$ cat config.mk
export PLATFORM = sky130hd
export DESIGN_NAME = t05_sram_arbiter
export DESIGN_NICKNAME = d
export VERILOG_FILES = /design/src/rtl/t05_sram_arb_pkg.sv /design/src/rtl/t05_rr_arbiter.sv /design/src/rtl/t05_sram_arbiter.sv
export SDC_FILE = /design/constraint.sdc
export NUM_CORES = 1
export LEC_CHECK = 0
export ABC_AREA = 1
export CORE_AREA = 2 2 411 413
export CTS_CLUSTER_SIZE = 8
export DETAILED_ROUTE_END_ITERATION = 7
export DIE_AREA = 0 0 413 415
export PLACE_DENSITY = 0.39
export SLEW_MARGIN = 40
export SYNTH_ARGS = -nofsm -noshare
export SYNTH_HDL_FRONTEND = slang
export SYNTH_SLANG_ARGS = --single-unit
$ cat constraint.sdc
create_clock -name clk -period 19.3 [get_ports clk]
set_clock_uncertainty 0.05 [all_clocks]
set_input_delay 3.86 -clock clk [delete_from_list [all_inputs] [get_ports clk]]
set_output_delay 3.86 -clock clk [all_outputs]
set_load 0.005 [all_outputs]
$ cat src/rtl/t05_sram_arb_pkg.sv
`default_nettype none
// -----------------------------------------------------------------------------
// t05_sram_arb_pkg: shared types, client ids and helpers for the SRAM arbiter
// Revision: 1.0
// -----------------------------------------------------------------------------
package t05_sram_arb_pkg;

  typedef enum logic [2:0] {
    IDLE      = 3'd0,
    ISSUE     = 3'd1,
    WAIT_BUSY = 3'd2,
    WAIT_DONE = 3'd3,
    FINISH    = 3'd4
  } arb_state_e;

  localparam int MAXW = 4;

  localparam int CL_HIST  = 0;
  localparam int CL_FLV   = 1;
  localparam int CL_HTREE = 2;
  localparam int CL_CB    = 3;
  localparam int CL_TRANS = 4;

  localparam logic [31:0] HIST_BASE  = 32'h3300_0000;
  localparam logic [31:0] HTREE_BASE = 32'h3300_2000;
  localparam logic [31:0] CB_BASE    = 32'h3300_3000;

  // Index of the final word: zero length means one word, overlong is clamped.
  function automatic logic [1:0] last_word(input logic [2:0] len);
    if (len == 3'd0) return 2'd0;
    else if (int'(len) > MAXW) return 2'(MAXW - 1);
    else return 2'(len - 3'd1);
  endfunction

  function automatic logic [31:0] get_word(input logic [127:0] v, input logic [1:0] k);
    case (k)
      2'd0:    return v[127:96];
      2'd1:    return v[95:64];
      2'd2:    return v[63:32];
      default: return v[31:0];
    endcase
  endfunction

  function automatic logic [127:0] put_word(input logic [127:0] v, input logic [1:0] k,
                                            input logic [31:0] w);
    logic [127:0] r;
    r = v;
    case (k)
      2'd0:    r[127:96] = w;
      2'd1:    r[95:64]  = w;
      2'd2:    r[63:32]  = w;
      default: r[31:0]   = w;
    endcase
    return r;
  endfunction

endpackage
`default_nettype wire

$ cat src/rtl/t05_rr_arbiter.sv
`default_nettype none
// -----------------------------------------------------------------------------
// t05_rr_arbiter: combinational round-robin pick starting at ptr, wrapping
// Revision: 1.0
// -----------------------------------------------------------------------------
module t05_rr_arbiter #(
  parameter int N  = 5,
  parameter int IW = 3
) (
  input  logic [N-1:0]  req,
  input  logic [IW-1:0] ptr,
  output logic [N-1:0]  gnt_onehot,
  output logic [IW-1:0] gnt_idx,
  output logic          valid
);

  logic [IW-1:0] cand;

  always_comb begin
    gnt_onehot = '0;
    gnt_idx    = '0;
    valid      = 1'b0;
    cand       = '0;
    for (int i = 0; i < N; i++) begin
      cand = IW'((int'(ptr) + i) % N);
      if (!valid && req[cand]) begin
        valid            = 1'b1;
        gnt_onehot[cand] = 1'b1;
        gnt_idx          = cand;
      end
    end
  end

endmodule
`default_nettype wire

$ cat src/rtl/t05_sram_arbiter.sv
`default_nettype none
// -----------------------------------------------------------------------------
// t05_sram_arbiter: round-robin burst sharing of the Wishbone SRAM master port
// Revision: 1.0
// -----------------------------------------------------------------------------
module t05_sram_arbiter
  import t05_sram_arb_pkg::*;
#(
  parameter int NREQ = 5
) (
  input  logic                  clk,
  input  logic                  rst,
  input  logic [NREQ-1:0]       req,
  input  logic [NREQ-1:0]       req_we,
  input  logic [NREQ*32-1:0]    req_addr,
  input  logic [NREQ*3-1:0]     req_len,
  input  logic [NREQ*128-1:0]   req_wdata,
  output logic [NREQ-1:0]       gnt,
  output logic [NREQ-1:0]       done,
  output logic [127:0]          rdata,
  output logic                  wr_en,
  output logic                  r_en,
  output logic [3:0]            select,
  output logic [31:0]           addr,
  output logic [31:0]           data_i,
  input  logic [31:0]           data_o,
  input  logic                  busy_o
);

  localparam int IW = (NREQ > 1) ? $clog2(NREQ) : 1;

  arb_state_e      state_q, state_d;
  logic [NREQ-1:0] gnt_q, gnt_d;
  logic [IW-1:0]   owner_q, owner_d;
  logic [IW-1:0]   ptr_q, ptr_d;
  logic            we_q, we_d;
  logic [31:0]     base_q, base_d;
  logic [1:0]      last_q, last_d;
  logic [1:0]      k_q, k_d;
  logic [127:0]    wdata_q, wdata_d;
  logic [127:0]    rdata_q, rdata_d;
  logic [31:0]     addr_q, addr_d;
  logic [31:0]     data_i_q, data_i_d;

  logic [NREQ-1:0] arb_onehot;
  logic [IW-1:0]   arb_idx;
  logic            arb_valid;

  logic            sel_we;
  logic [31:0]     sel_addr;
  logic [2:0]      sel_len;
  logic [127:0]    sel_wdata;
  logic [1:0]      k_nxt;

  t05_rr_arbiter #(
    .N  (NREQ),
    .IW (IW)
  ) u_rr (
    .req        (req),
    .ptr        (ptr_q),
    .gnt_onehot (arb_onehot),
    .gnt_idx    (arb_idx),
    .valid      (arb_valid)
  );

  always_comb begin
    sel_we    = 1'b0;
    sel_addr  = '0;
    sel_len   = '0;
    sel_wdata = '0;
    for (int i = 0; i < NREQ; i++) begin
      if (arb_onehot[i]) begin
        sel_we    = req_we[i];
        sel_addr  = req_addr[32*i +: 32];
        sel_len   = req_len[3*i +: 3];
        sel_wdata = req_wdata[128*i +: 128];
      end
    end
  end

  always_comb begin
    state_d  = state_q;
    gnt_d    = gnt_q;
    owner_d  = owner_q;
    ptr_d    = ptr_q;
    we_d     = we_q;
    base_d   = base_q;
    last_d   = last_q;
    k_d      = k_q;
    wdata_d  = wdata_q;
    rdata_d  = rdata_q;
    addr_d   = addr_q;
    data_i_d = data_i_q;
    k_nxt    = k_q + 2'd1;

    unique case (state_q)
      IDLE: begin
        // A busy bus blocks the grant so no strobe can overlap a foreign cycle.
        if (arb_valid && !busy_o) begin
          gnt_d    = arb_onehot;
          owner_d  = arb_idx;
          we_d     = sel_we;
          base_d   = {sel_addr[31:2], 2'b00};
          last_d   = last_word(sel_len);
          k_d      = 2'd0;
          wdata_d  = sel_wdata;
          addr_d   = {sel_addr[31:2], 2'b00};
          data_i_d = sel_we ? get_word(sel_wdata, 2'd0) : 32'd0;
          if (!sel_we) rdata_d = '0;
          state_d  = ISSUE;
        end
      end
      ISSUE: state_d = WAIT_BUSY;
      WAIT_BUSY: begin
        if (busy_o) state_d = WAIT_DONE;
      end
      WAIT_DONE: begin
        if (!busy_o) begin
          if (!we_q) rdata_d = put_word(rdata_q, k_q, data_o);
          if (k_q == last_q) begin
            state_d = FINISH;
          end else begin
            k_d      = k_nxt;
            addr_d   = base_q + {28'd0, k_nxt, 2'b00};
            data_i_d = we_q ? get_word(wdata_q, k_nxt) : 32'd0;
            state_d  = ISSUE;
          end
        end
      end
      FINISH: begin
        if (owner_q == IW'(NREQ - 1)) ptr_d = '0;
        else ptr_d = owner_q + 1'b1;
        gnt_d   = '0;
        state_d = IDLE;
      end
      default: state_d = IDLE;
    endcase
  end

  always_ff @(posedge clk or posedge rst) begin
    if (rst) begin
      state_q  <= IDLE;
      gnt_q    <= '0;
      owner_q  <= '0;
      ptr_q    <= '0;
      we_q     <= 1'b0;
      base_q   <= '0;
      last_q   <= '0;
      k_q      <= '0;
      wdata_q  <= '0;
      rdata_q  <= '0;
      addr_q   <= '0;
      data_i_q <= '0;
    end else begin
      state_q  <= state_d;
      gnt_q    <= gnt_d;
      owner_q  <= owner_d;
      ptr_q    <= ptr_d;
      we_q     <= we_d;
      base_q   <= base_d;
      last_q   <= last_d;
      k_q      <= k_d;
      wdata_q  <= wdata_d;
      rdata_q  <= rdata_d;
      addr_q   <= addr_d;
      data_i_q <= data_i_d;
    end
  end

  assign gnt    = gnt_q;
  assign done   = (state_q == FINISH) ? gnt_q : '0;
  assign rdata  = rdata_q;
  assign wr_en  = (state_q == ISSUE) && we_q;
  assign r_en   = (state_q == ISSUE) && !we_q;
  assign select = (state_q == ISSUE) ? 4'b1111 : 4'b0000;
  assign addr   = addr_q;
  assign data_i = data_i_q;

endmodule
`default_nettype wire

Word level (Yosys, flattened, before mapping)
Cells that the tools add are included.
- output and inout bits: 208
- logic and storage cells: 187
- register bits after elaboration: 369
- bits of input ports: 860
- eq/ne operators: 20
- reductions and logical operators: 33
- muxes and demuxes: 91
- bitwise operators: 4
- order comparisons: 11
- divide/modulo/power cells: 5
- add/sub/neg operators: 8
- operators by type and width (operator ; count):
    $mux 128 ; 9
    $mux 32 ; 17
    $pmux 128 s2 ; 1
    $mod 32x4->32 const B ; 4
    $pmux 32 s2 ; 2
    $pmux 32 s3 ; 1
    $mux 3 ; 15
    $mux 5 ; 7
    $add 32x4->32 ; 1
    $mod 4x4->32 const B ; 1
    $reduce_and 6->1 ; 4
    $lt 3x4->1 const B ; 5
    $mux 1 ; 20
    $or 5x5->5 ; 4
    $bmux 1 s3 ; 5
    $demux 1 s3 ; 5
    $ge 3x1->1 const B ; 5
    $ne 2x2->1 const B ; 7
    $logic_and 1x1->1 ; 12
    $pmux 3 s4 ; 1
    $mux 2 ; 5
    $pmux 5 s2 ; 1
    $add 3x2->4 const B ; 2
    $eq 3x2->1 const B ; 2
    22 further kinds ; 36

Logic depth before layout (Yosys ltp)
- word-level depth: 24
- gate-level depth with buffers: 38
- mapped depth without buffers: 35

By module
A second synthesis with hierarchy kept.
- cell total of the unflattened synthesis: 3733
- area, all modules: 25076.6 um2
- by module, submodules not included (module ; instances ; area an instance (um2) ; sequential area each (um2) ; cells an instance):
    t05_sram_arbiter ; 1 ; 23341.1 ; 9183.8 ; 3446
    t05_rr_arbiter ; 1 ; 1735.4 ; 0.0 ; 287

Worst setup path before layout
No wires, ideal clock.
- path type: input to register
- start point: input port req[2]
- end point: register last_q[1]
- setup time: 0.117 ns
- data required time: 19.133 ns
- setup slack: 13.145 ns
- arrival time: 5.989 ns
- path buffers: 2
- stages on the path: 21
- cell sequence: inv_1 -> nand2_1 -> o21ai_1 -> inv_1 -> nor2_1 -> nand3b_1 -> nand3_2 -> nor2_2 -> nand2_2 -> nor2_1 -> nand2_1 -> nand3_2 -> buf_2 -> clkbuf_1 -> nand2_1 -> nand4_1 -> a21oi_1 -> ha_1 -> o21ai_0 -> nand2_1 -> nand2_1
- cells in the longest elaborated chain, start to end: 23
- elaborated cells between the ends (all ways): 44
- classes of those cells: add/sub: 1; order compare: 1; mux: 27; bitwise: 4; reduce/logical: 11
- RTL lines (what ; line ; source):
    start: declaration ; t05_sram_arbiter.sv:13 ; input logic [NREQ-1:0] req,
    $bmux 1 s3 ; t05_rr_arbiter.sv:26 ; if (!valid && req[cand]) begin
    $mux 1 (not written as such) ; t05_rr_arbiter.sv:26 ;
    $mux 1 ; t05_rr_arbiter.sv:26 ;
    $logic_not 1->1 ; t05_rr_arbiter.sv:26 ;
    $logic_and 1x1->1 ; t05_rr_arbiter.sv:26 ;
    $mux 1 ; t05_rr_arbiter.sv:26 ;
    $logic_not 1->1 ; t05_rr_arbiter.sv:26 ;
    $logic_and 1x1->1 ; t05_rr_arbiter.sv:26 ;
    [... 3 more ...] ; n/a ;
    $mux 1 ; t05_rr_arbiter.sv:26 ;
    $logic_not 1->1 ; t05_rr_arbiter.sv:26 ;
    $logic_and 1x1->1 ; t05_rr_arbiter.sv:26 ;
    $mux 5 ; t05_rr_arbiter.sv:26 ;
    $mux 3 (5 in series) ; t05_sram_arbiter.sv:72 ; if (arb_onehot[i]) begin
    $gt 3x3->1 / $sub 2x1->2 (equally long branches) ; t05_sram_arb_pkg.sv:31, t05_sram_arb_pkg.sv:32 ;
    $mux 2 ; t05_sram_arb_pkg.sv:31 ; else if (int'(len) > MAXW) return 2'(MAXW - 1);
    $mux 2 ; t05_sram_arb_pkg.sv:30 ; if (len == 3'd0) return 2'd0;
    end signal: assignment ; t05_sram_arbiter.sv:161 ; last_q <= last_d;
    end: declaration ; t05_sram_arbiter.sv:38 ; logic [1:0] last_q, last_d;
Several ways; a longest one is shown, not always the timed one. The select of a mux whose other input is x is not followed.
A chain may end at the register's enable or synchronous reset.

Final worst setup path
Same ends and word-level chain as after synthesis.

==> impl_metrics.ini <==
[outcome]
status = completed

[die]
ios = 1068
die_width_um = 413
initial_core_util_pct = 13.5
die_y_um = 415
fp-row-count = 150
die_area_sq_um = 171000
core_sq_um = 167000

[clock_network]
clock_latency_ns = 0.63
ctsLongestPathBuffers = 3
cts_setup_buffers = 0
clock-sinks = 367
cts_root_buffer = clkbuf_16
ctsHoldBuffers = 0
cts_tree = done
htreeDepth = 2
clkTransAtPathRegs_ns = 0.05
cts_resized = 0
cts_buffers = 55

[synthesis]
yosysSeqAreaShare_pct = 40.8
ys.flop_type = dfrtp_1
synth_common_cells = nand2_1 (1222), dfrtp_1 (367), o21ai_0 (229)
synth_top_area_cell = dfrtp_1
async_flop_share_pct = 100
syn_avg_cell_area_sq_um = 6.94
syn_inst = 3247
synth.most_common_cell = nand2_1
synth_edf_count = 0
syn_area_sq_um = 22500
yosysWarnings = 0
synth_cell_types = 47
ys_ff_latch = 367
synth.area.top_cells = dfrtp_1 (41%), nand2_1 (20%), o21ai_0 (5.1%)
synth_top_area_share_pct = 40.8

[worst_hold_path]
hold_path_class = reg -> reg
min_to = addr[14]
min_path_cells = 2
hp-start = addr[14]

[global_routing]
grt_pass1_vias = 26700
antenna_found_initial = 61
grt_pass1_wl_mm = 217
grt_overflow_total = 0
grtUsageTotal_pct = 18.1
grt_max_degree = 156

[power_and_ir_drop]
clock_power_share_pct = 10.5
seq_power_share_pct = 14.2
power_leakage_nw = 15.5
p_int_mw = 3.43
power_mw = 8.96
powerDensity_nw_per_um2 = 242
vdd.ir_drop.worst_mv = 0.182
p_sw_mw = 5.52
p_comb_share_pct = 75.3
switching_share_pct = 61.7

[setup_path]
cp.required_ns = 19.77
worstPathArrival_ns = 8.59
crit_fanout = 59
ff2ff_path_depth = 34
slowest_stage = buf_4
cp_cell_sequence = clkdlybuf4s50_1 > inv_1 > nand2_1 > o21ai_0 > inv_1 > nand2_1 > nand2_1 > nand3_2 > nor2_4 > nand2_1 > nand2_1 > nor2_1 > nand3_4 > buf_6 > buf_4 > buf_4 > nand2_1 > nand3_1 > nand2_1 > ha_1 > o21ai_0 > nand2_1 > nand2_1
rrSetupSlack_ns = 11.63
cp-start-kind = input pin
critPathLaunch = req[2]
crit_buf_inv = 6
setup.worst_path.class = in -> reg
cp_top_family = buffers and inverters
rr_endpoint = last_q[1]
cp-end-kind = register
path_common_cell = nand2_1
slowest_delay_ns = 0.64
path_depth = 23
timing.rr.start = ptr_q[0]

[timing]
setup_viol = 0
worst_slack_ns = 11.18
max_freq_mhz = 123
hold_violations = 0
max_slew.worst_pin.slew_ns = 0.871
min_period_ns = 8.12
maxSlewViolCount = 0
rsz0062_at_grt = false
maxSlewHeadroom_pct = 42.0
period_share_pct = 42.1
fin_setup_tns_ns = 0

[route]
ant_nets = 0
wl_per_cell_um = 25.0
via_per_inst = 4.14
dr.pass1.iters = 5
routed_wl_mm = 160
drtIter0Drc = 1681
num_vias = 26600
drcViolationCount = 0

[placed_design]
postPlaceCellArea_sq_um = 35500
hpwl_mm = 127
portBuffers = 1055
gp_congestion = 0.883
dp_worst_setup_slack_ns = 10.47

[finish]
layout-drive-gt1-share_pct = 4.21
area_delta_synth_final_pct = 64.5
finalNetCount = 5075
fin_area_sq_um = 37100

[run]
max_cap_viol_count = 0
-- how the worst max path moves through the flow --
stage / endpoint / slack, ns
after floorplan: addr[10] / 5.20
after global routing: last_q[1] / 10.90
after detailed placement: last_q[1] / 10.47
final: last_q[1] / 11.18
after CTS: last_q[1] / 11.17
after global placement: last_q[1] / 10.17
-- cells by family after synthesis --
| kind of cell | Yosys count | synth area share (%) |
|---|---|---|
| simple gates | 1741 | 31.9 |
| compound gates | 675 | 17.1 |
| buf+inv | 407 | 7.37 |
| flops | 367 | 40.8 |
| fa+ha+maj | 31 | 1.76 |
| xor+xnor | 25 | 1.09 |
| other cells | 1 | 0.0166 |
-- worst register-to-register path, delay by kind of cell (launching register included) --
kind	cells	cell delay (ns)
and+or+nand+nor	20	2.84
buffers and inverters	7	2.28
adders and majority gates	5	1.27
DFF	1	0.79
xor gates and xnor gates	1	0.26
AOI/OAI and AO/OA	1	0.07
-- state kept, by name (all words and copies together), names as in the netlist --
| signal | cells |
|---|---|
| addr | 30 |
| we_q | 1 |
| last_q | 2 |
| state_q | 3 |
| k_q | 2 |
| base_q | 30 |
| rdata | 128 |
| owner_q | 3 |
| data_i | 32 |
| ptr_q | 3 |
| gnt | 5 |
| wdata_q | 128 |
-- final cells by class --
cell class | instances | area, sq um
flip-flops and latches | 367 | 9180
multi-input cells | 2474 | 11800
repair buffers | 1093 | 10900
well taps | 2204 | 2760
clock buffers | 67 | 1500
fillers | 18900 | 130000
diodes | 18 | 45.0
clock inverters | 6 | 55.1
inverters | 193 | 748
-- metal layers --
| metal | up-vias | track usage (%) | wire length (um) |
|---|---|---|---|
| met5 | - | 0 | 112 |
| met4 | 18 | 5.20 | 4870 |
| met3 | 214 | 4.07 | 10000 |
| met2 | 953 | 32.4 | 80700 |
| met1 | 12800 | 21.2 | 64700 |
| li1 | 12600 | - | - |
-- power groups by stage --
stage          clock (mW)  combinational [mW]  sequential, mW
2_1_floorplan           0                3.57            1.23
3_5_place_dp            0                7.04            1.28
6_report            0.939                6.75            1.27
4_1_cts             0.979                7.06            1.27
3_3_place_gp            0                6.99            1.28
5_1_grt              1.00                7.45            1.31
-- cells in the final DEF, fill, tap and decap left out, types with 95 or more instances in the layout --
cell type	count
nor2_1	201
dfrtp_1	367
nand3_1	152
inv_1	172
nand2_1	1221
clkdlybuf4s50_1	1055
a21oi_1	113
o21ai_1	142
nand4_1	95
o21ai_0	221
-- metrics by stage --
| stage | instances | util (%) | hold slack (ns) |
|---|---|---|---|
| floorplan | 3248 | - | 0.399 |
| global placement | 6330 | 21.2 | 0.413 |
| detailed placement | 6331 | 21.3 | 0.415 |
| CTS | 6404 | 22.2 | 0.433 |
| global route | 6415 | 22.2 | 0.445 |
| finish | 6422 | 22.2 | 0.429 |
Power figures use the tool's default switching activity.
